`src/rtl/hwpe_sel_switch.sv`:
```
// hwpe_sel_switch: run-time HWPE selection that drains outstanding TCDM traffic
// before moving the registered select and one-hot clock enables.
module hwpe_sel_switch #(
    parameter int N_HWPES         = 2,
    parameter int MAX_OUTSTANDING = 8,
    parameter int SEL_W           = (N_HWPES > 1) ? $clog2(N_HWPES) : 1
) (
    input  logic               clk,
    input  logic               rst_n,
    input  logic               hwpe_en_i,
    input  logic [SEL_W-1:0]   hwpe_sel_i,
    input  logic [N_HWPES-1:0] hwpe_busy_i,
    input  logic               tcdm_req_i,
    output logic               tcdm_gnt_o,
    output logic               tcdm_req_o,
    input  logic               tcdm_gnt_i,
    input  logic               tcdm_r_valid_i,
    output logic [SEL_W-1:0]   sel_o,
    output logic [N_HWPES-1:0] clk_en_o,
    output logic               cfg_stall_o,
    output logic               busy_o,
    output logic               err_o
);
    localparam int CNT_W = $clog2(MAX_OUTSTANDING + 1);

    typedef enum logic [1:0] {IDLE, RUN, DRAIN, SWAP} state_t;

    state_t           state;
    logic [SEL_W-1:0] sel_q;
    logic [SEL_W-1:0] req_sel;
    logic [CNT_W-1:0] cnt;
    logic             err_q;
    logic             sel_valid;
    logic             block;
    logic             inc;
    logic             dec;
    logic             active;

    // An out-of-range select behaves as if the current selection were requested.
    assign sel_valid = 32'(hwpe_sel_i) < N_HWPES;
    assign req_sel   = sel_valid ? hwpe_sel_i : sel_q;

    assign block      = (state != RUN) || (cnt == CNT_W'(MAX_OUTSTANDING));
    assign tcdm_req_o = tcdm_req_i & ~block;
    assign tcdm_gnt_o = tcdm_gnt_i & ~block;
    assign inc        = tcdm_req_o & tcdm_gnt_i;
    assign dec        = tcdm_r_valid_i;

    always_ff @(posedge clk or negedge rst_n) begin
        if (!rst_n) begin
            state <= IDLE;
            sel_q <= '0;
            cnt   <= '0;
            err_q <= 1'b0;
        end else begin
            case (state)
                IDLE: begin
                    if (hwpe_en_i && sel_valid) begin
                        sel_q <= hwpe_sel_i;
                        state <= RUN;
                    end
                end
                RUN: begin
                    if (!hwpe_en_i || req_sel != sel_q)
                        state <= DRAIN;
                end
                DRAIN: begin
                    if (hwpe_en_i && req_sel == sel_q)
                        state <= RUN;
                    else if (cnt == '0 && !hwpe_busy_i[sel_q]) begin
                        if (!hwpe_en_i)
                            state <= IDLE;
                        else begin
                            sel_q <= req_sel;
                            state <= SWAP;
                        end
                    end
                end
                SWAP:    state <= RUN;
                default: state <= IDLE;
            endcase
            // A response with nothing outstanding saturates at zero and flags an error.
            if (inc && !dec)
                cnt <= cnt + CNT_W'(1);
            else if (dec && !inc) begin
                if (cnt == '0)
                    err_q <= 1'b1;
                else
                    cnt <= cnt - CNT_W'(1);
            end
        end
    end

    assign active      = (state == RUN) || (state == DRAIN);
    assign clk_en_o    = active ? (N_HWPES'(1) << sel_q) : '0;
    assign cfg_stall_o = (state == DRAIN) || (state == SWAP);
    assign busy_o      = (state != IDLE) && (hwpe_busy_i[sel_q] || cnt != '0 || state != RUN);
    assign sel_o       = sel_q;
    assign err_o       = err_q;
endmodule

```
`config.mk`:
```
export PLATFORM = sky130hd
export DESIGN_NAME = hwpe_sel_switch
export DESIGN_NICKNAME = d
export VERILOG_FILES = /design/src/rtl/hwpe_sel_switch.sv
export SDC_FILE = /design/constraint.sdc
export NUM_CORES = 1
export LEC_CHECK = 0
export ABC_AREA = 1
export CORE_MARGIN = 8
export CORE_UTILIZATION = 43
export CTS_CLUSTER_DIAMETER = 80
export DETAILED_ROUTE_END_ITERATION = 8
export PLACE_DENSITY_LB_ADDON = 0.2
export SLEW_MARGIN = 20
export SYNTH_ARGS = -nofsm -noshare
export SYNTH_HDL_FRONTEND = slang
export SYNTH_SLANG_ARGS = --single-unit
```
`constraint.sdc`:
```
create_clock -name clk -period 2.1 [get_ports clk]
set_input_delay 0.21 -clock clk [delete_from_list [all_inputs] [get_ports clk]]
set_output_delay 0.21 -clock clk [all_outputs]
set_load 0.05 [all_outputs]
```
==> flow_metrics.py, run 1 <==
metrics = {
    "clock_network": {
        "cts_sinks": 8,
        "numCtsBuffers": 3,
        "clkTransAtPathRegs_ns": 0.05,
        "cts_buffer_depth": 2,
        "cts_tree": "built",
        "clockRootBuffer": "clkbuf_4",
        "cts_max_level": 1,
        "post-cts-setup-buffers": 0,
        "clk-insertion-delay-late_ns": 0.25,
    },
    "sta": {
        "rsz0062_at_grt": "no",
        "hold_ws_ns": 0.2254,
        "fmax_mhz": 525.5,
        "fin_worst_skew_ns": 0.001750,
        "tightest_slew_ns": 0.4970,
        "drv_slew": 0,
        "setup_tns_ns": 0,
        "maxSlewHeadroom_pct": 66.76,
        "finalHoldViolations": 0,
        "setup_violations": 0,
        "period_share_pct": 90.61,
        "period_minus_slack_ns": 1.903,
    },
    "worst_setup_path": {
        "end_kind": "flip-flop",
        "required_ns": 2.25,
        "crit_arrival_ns": 2.05,
        "crit_fanout": 4,
        "start_kind": "flip-flop",
        "crit_type": "reg -> reg",
    },
    "logic_synthesis": {
        "avgSynthCellArea_um2": 7.239,
        "ys_ff_latch": 8,
        "syn_inst": 98,
        "syn_nets": 116,
        "yosysUniqueCellTypes": 22,
        "netlist_top_cells_area": "dfrtp_1 (28%), ha_1 (14%), nand2_1 (13%), inv_1 (7.9%), nand2_2 (7.1%)",
        "synth-seq-area-share_pct": 28.22,
        "synth_area_um2": 709.4,
        "synth.top_cell.area_share_pct": 28.22,
        "yosysWarnings": 0,
        "yosys.area.top_type": "dfrtp_1",
    },
    "cells_and_area": {
        "regArea_um2": 200.2,
        "antenna_cells": 0,
        "area_growth_pct": 40.56,
        "finalNonFillerCells": 140,
        "drive_gt1_share_pct": 33.06,
        "fill_cells": 136,
        "final_nets": 144,
        "multi_input_area_um2": 457.9,
    },
    "floorplan": {
        "num_rows": 14,
        "start_util_pct": 46.55,
        "ioPinCount": 17,
        "die_area_um2": 3206,
        "die_width_um": 56.62,
        "coreArea_um2": 1524,
        "fp.dieH_um": 56.62,
    },
    "placed_design": {
        "portBuffers": 16,
        "gp_congestion": 0.8639,
        "dp.cells": 137,
        "dpl.hpwl_um": 1235,
    },
    "drt": {
        "wl_met3_um": 59,
        "wl_met1_um": 610,
        "antenna_left": 0,
        "post_drt_via_cell_ratio": 4.757,
        "dr_wl_met2_um": 710,
        "top_layer_used": "met4",
        "drt_wl_total_um": 1438,
        "drc": 0,
        "wl_per_cell_um": 10.27,
        "firstDrtPassIters": 4,
        "num_vias": 666,
        "drt_iter0_drc": 6,
    },
    "power_and_ir_drop": {
        "irDropWorstVdd_uv": 882.5,
        "powerDensity_nw_per_um2": 1648,
        "p_leak_nw": 0.5207,
    },
    "grt": {
        "grt_pass1_vias": 680,
        "grt_usage_pct": 10.12,
        "grt_pass1_wl_um": 2656,
        "antenna_found_initial": 0,
        "grt_max_degree": 9,
        "overflow": 0,
    },
    "hold_path": {
        "hp-class": "in -> async",
    },
    "status": {
        "status": "completed",
    },
    "run": {
        "drv_cap": 0,
    },
}
[power by group]
group / total (mW) / internal (mW) / switching (mW) / leakage, nW
Clock: 0.116 / 0.0652 / 0.0503 / 0.0138
Sequential: 0.315 / 0.232 / 0.0826 / 0.0955
Combinational: 1.21 / 0.488 / 0.725 / 0.411
[metrics by stage]
stage | area [um^2] | utilization, % | power, mW | setup slack [ns]
6_report | 997.2 | 65.44 | 1.644 | 0.1972
5_1_grt | 997.2 | 65.44 | 1.795 | 0.01888
4_1_cts | 962.2 | 63.14 | 1.604 | 0.04488
3_5_place_dp | 939.7 | 61.66 | 1.484 | 0.02881
3_3_place_gp | 939.7 | 61.66 | 1.460 | 0.06589
2_1_floorplan | 709.4 | - | 1.104 | 0.02512
[layer usage]
| metal | global-route usage (%) | vias up |
|---|---|---|
| li1 | - | 358 |
| met1 | 10.72 | 286 |
| met2 | 16.61 | 18 |
| met3 | 1.573 | 4 |
| met4 | 9.278 | 0 |
| met5 | 0 | - |
[Yosys cell counts, drive strengths merged]
master	number
a21oi	3
inv	22
fa	1
xor2	2
nand2	32
nor3	1
a31o	1
or2	1
o21bai	1
nand3	6
ha	8
clkinv	1
o31ai	1
xnor2	2
dfrtp	8
o21ai	4
nor2	4
[placed cells by master (no fill, tap or decap), drive strengths merged, types with 2 or more instances in the layout]
cell	synthesis	routed
clkbuf	0	3
inv	22	22
clkdlybuf4s50	0	10
nand2	32	32
xor2	2	2
xnor2	2	2
nor2	4	4
ha	8	8
a21oi	3	3
buf	0	13
o21ai	4	4
nand3	6	6
dfrtp	8	8
[cell families after synthesis]
kind of cell | after synthesis | share of synthesized area, %
DFF | 8 | 28.22
buffers and inverters | 23 | 12.17
and+or+nand+nor | 44 | 28.75
adders and majority gates | 9 | 16.93
AOI/OAI and AO/OA | 10 | 8.993
xor gates and xnor gates | 4 | 4.939
[registers in the layout, indices dropped and copies added (netlist names)]
register,cells
sel_o,1
err_o,1
cnt,4
state,2
[path summary, 6_finish.rpt]
kind                                      startpoint                   end  slack [ns]  cells past startpoint
worst min register to register     err_o$_DFFE_PN0P_     err_o$_DFFE_PN0P_        0.47                      1
worst min-delay path                           rst_n    cnt[0]$_DFFE_PN0P_        0.23                      1
min in group clk                   err_o$_DFFE_PN0P_     err_o$_DFFE_PN0P_        0.47                      1
worst max-delay path            state[1]$_DFFE_PN0P_    cnt[3]$_DFFE_PN0P_        0.20                     12
max in group asynchronous                      rst_n  state[1]$_DFFE_PN0P_        1.62                      1
worst max register to register  state[1]$_DFFE_PN0P_    cnt[3]$_DFFE_PN0P_        0.20                     12
[critical path, stage by stage (launching register included)]
cell and delay [ns]:
dfrtp_1 0.37, inv_1 0.08, ha_2 0.21, o31ai_4 0.09, nor3_2 0.13, ha_2 0.21
inv_2 0.07, ha_1 0.27, nand3_1 0.08, nand2_1 0.06, xor2_1 0.14, nand2_1 0.06
nand2_1 0.04
[repair_timing]
action,4_1_cts,5_1_grt
gates resized for setup,0,7
hold buffers,0,0
endpoints found under the setup margin,0,2
[cell type report]
type                       count  share of cell area (%)
inverter                      23                   8.657
clock buffer                   3                   2.258
sequential                     8                   20.08
timing repair buffer          23                   21.08
multi-input combinational     67                   45.92
tap                           16                   2.008
Power figures use the tool's default switching activity.
==> run 2, diff against run 1 <==
Settings changed: MAX_ROUTING_LAYER set to met4.
==> flow_metrics.py, run 2 (same netlist as run 1, synthesis figures left out) <==
metrics = {
    "power_and_ir_drop": {
        "powerDensity_nw_per_um2": 1648,
        "clkPwrFrac_pct": 7.0,
        "power_switching_uw": 858.2,
        "p_leak_nw": 0.5207,
        "internal_power_uw": 785.5,
        "p_sw_share_pct": 52.21,
        "p_seq_share_pct": 19.2,
        "power_frac_comb_pct": 73.8,
        "total_power_mw": 1.644,
        "irDropWorstVdd_uv": 882.5,
    },
    "clock_network": {
        "cts_sinks": 8,
        "clkTransAtPathRegs_ns": 0.05,
        "cts_tree": "built",
        "cts_max_level": 1,
        "cts_buffer_depth": 2,
        "clk-insertion-delay-late_ns": 0.25,
        "cts_hold_buffers": 0,
        "clockRootBuffer": "clkbuf_4",
        "numCtsBuffers": 3,
    },
    "cells_and_area": {
        "drive_gt1_share_pct": 33.06,
        "final_util_pct": 65.44,
        "antenna_cells": 0,
        "mostFrequentLayoutCell": "nand2_1",
        "top_register": "cnt",
        "area_growth_pct": 40.56,
        "finalNonFillerCells": 140,
        "design_area_um2": 997.2,
        "final_cell_mix": "nand2_1 (24), inv_1 (14), buf_4 (12)",
        "largest_register_ffs": 4,
        "final_nets": 144,
        "reg_top3": "cnt: 4 flops, state: 2 flops",
    },
    "hold_path": {
        "hp-class": "in -> async",
    },
    "floorplan": {
        "die_width_um": 56.62,
        "die_area_um2": 3206,
        "start_util_pct": 46.55,
        "coreArea_um2": 1524,
        "fp.dieH_um": 56.62,
        "num_rows": 14,
        "ioPinCount": 17,
    },
    "sta": {
        "setup_tns_ns": 0,
        "period_minus_slack_ns": 1.903,
        "fmax_mhz": 525.5,
        "maxSlewHeadroom_pct": 66.76,
        "finalHoldViolations": 0,
        "period_share_pct": 90.61,
        "rsz0062_at_grt": "no",
        "tightest_slew_ns": 0.4970,
        "drv_slew": 0,
        "setup_violations": 0,
        "fin_ws_ns": 0.1972,
        "hold_ws_ns": 0.2254,
        "fin_worst_skew_ns": 0.001750,
    },
    "placed_design": {
        "gp_congestion": 0.8778,
        "dp.cells": 137,
        "place_area_um2": 939.7,
        "portBuffers": 16,
        "dpl.hpwl_um": 1235,
        "pre_cts_ws_ns": 0.02881,
    },
    "worst_setup_path": {
        "start_kind": "flip-flop",
        "crit_type": "reg -> reg",
        "worstReg2RegEnd": "cnt[3]$_DFFE_PN0P_",
        "rr_startpoint": "state[1]$_DFFE_PN0P_",
        "crit_arrival_ns": 2.05,
        "crit_fanout": 4,
        "required_ns": 2.25,
        "reg2reg_slack_ns": 0.20,
        "reg2regPathDepth": 12,
        "end_kind": "flip-flop",
    },
    "grt": {
        "overflow": 0,
        "grt_pass1_vias": 680,
        "grt_max_degree": 9,
        "grt_pass1_wl_um": 2656,
        "antenna_found_initial": 0,
        "grt_usage_pct": 10.38,
    },
    "drt": {
        "drt_wl_total_um": 1438,
        "wl_per_cell_um": 10.27,
        "antenna_left": 0,
        "drt_iter0_drc": 6,
        "firstDrtPassIters": 4,
        "post_drt_via_cell_ratio": 4.757,
        "num_vias": 666,
        "drc": 0,
    },
    "run": {
        "drv_cap": 0,
    },
    "status": {
        "status": "completed",
    },
}
run 2: cell counts in the layout (fill, tap and decap cells not counted):
Identical to the previous run, type by type.
run 2: worst max-delay path by stage:
stage | cells past startpoint | endpoint | from
after floorplan | 7 | err_o$_DFFE_PN0P_ | state[1]$_DFFE_PN0P_
after global placement | 11 | cnt[3]$_DFFE_PN0P_ | tcdm_req_i
after detailed placement | 11 | cnt[3]$_DFFE_PN0P_ | tcdm_req_i
after CTS | 12 | cnt[3]$_DFFE_PN0P_ | cnt[0]$_DFFE_PN0P_
after global routing | 12 | cnt[3]$_DFFE_PN0P_ | state[1]$_DFFE_PN0P_
final | 12 | cnt[3]$_DFFE_PN0P_ | state[1]$_DFFE_PN0P_
run 2: layout make-up:
| class | count | area, um^2 |
|---|---|---|
| clock buffer | 3 | 22.52 |
| fill | 136 | 526.8 |
| inverter | 23 | 86.33 |
| multi-input combinational | 67 | 457.9 |
| sequential | 8 | 200.2 |
| tap | 16 | 20.02 |
| timing repair buffer | 23 | 210.2 |
run 2: critical path: stages, from the launching register on:
cell and delay (ns):
dfrtp_1 0.37, inv_1 0.08, ha_2 0.21, o31ai_4 0.09
nor3_2 0.13, ha_2 0.21, inv_2 0.07, ha_1 0.27
nand3_1 0.08, nand2_1 0.06, xor2_1 0.14, nand2_1 0.06
nand2_1 0.04
run 2: layer usage:
| metal | GRT usage, % | vias up | part of all wire [%] |
|---|---|---|---|
| met1 | 10.85 | 286 | 43 |
| met2 | 16.61 | 18 | 49 |
| li1 | - | 358 | - |
| met3 | 1.348 | 4 | 3.5 |
| met4 | 9.278 | 0 | 4.0 |
| met5 | - | - | 0 |
run 2: timing repair:
| action | in CTS | in global routing |
|---|---|---|
| gates resized for setup | 0 | 7 |
| setup buffers | 0 | 0 |
| setup endpoints to repair | 0 | 2 |
| hold endpoints to repair | 0 | 0 |
run 2: power by group through the flow:
stage | Clock, mW | Combinational (mW) | Sequential (mW)
finish | 0.116 | 1.21 | 0.315
global route | 0.126 | 1.34 | 0.327
CTS | 0.119 | 1.18 | 0.309
detailed placement | 0 | 1.17 | 0.311
global placement | 0 | 1.15 | 0.310
floorplan | 0 | 0.730 | 0.374
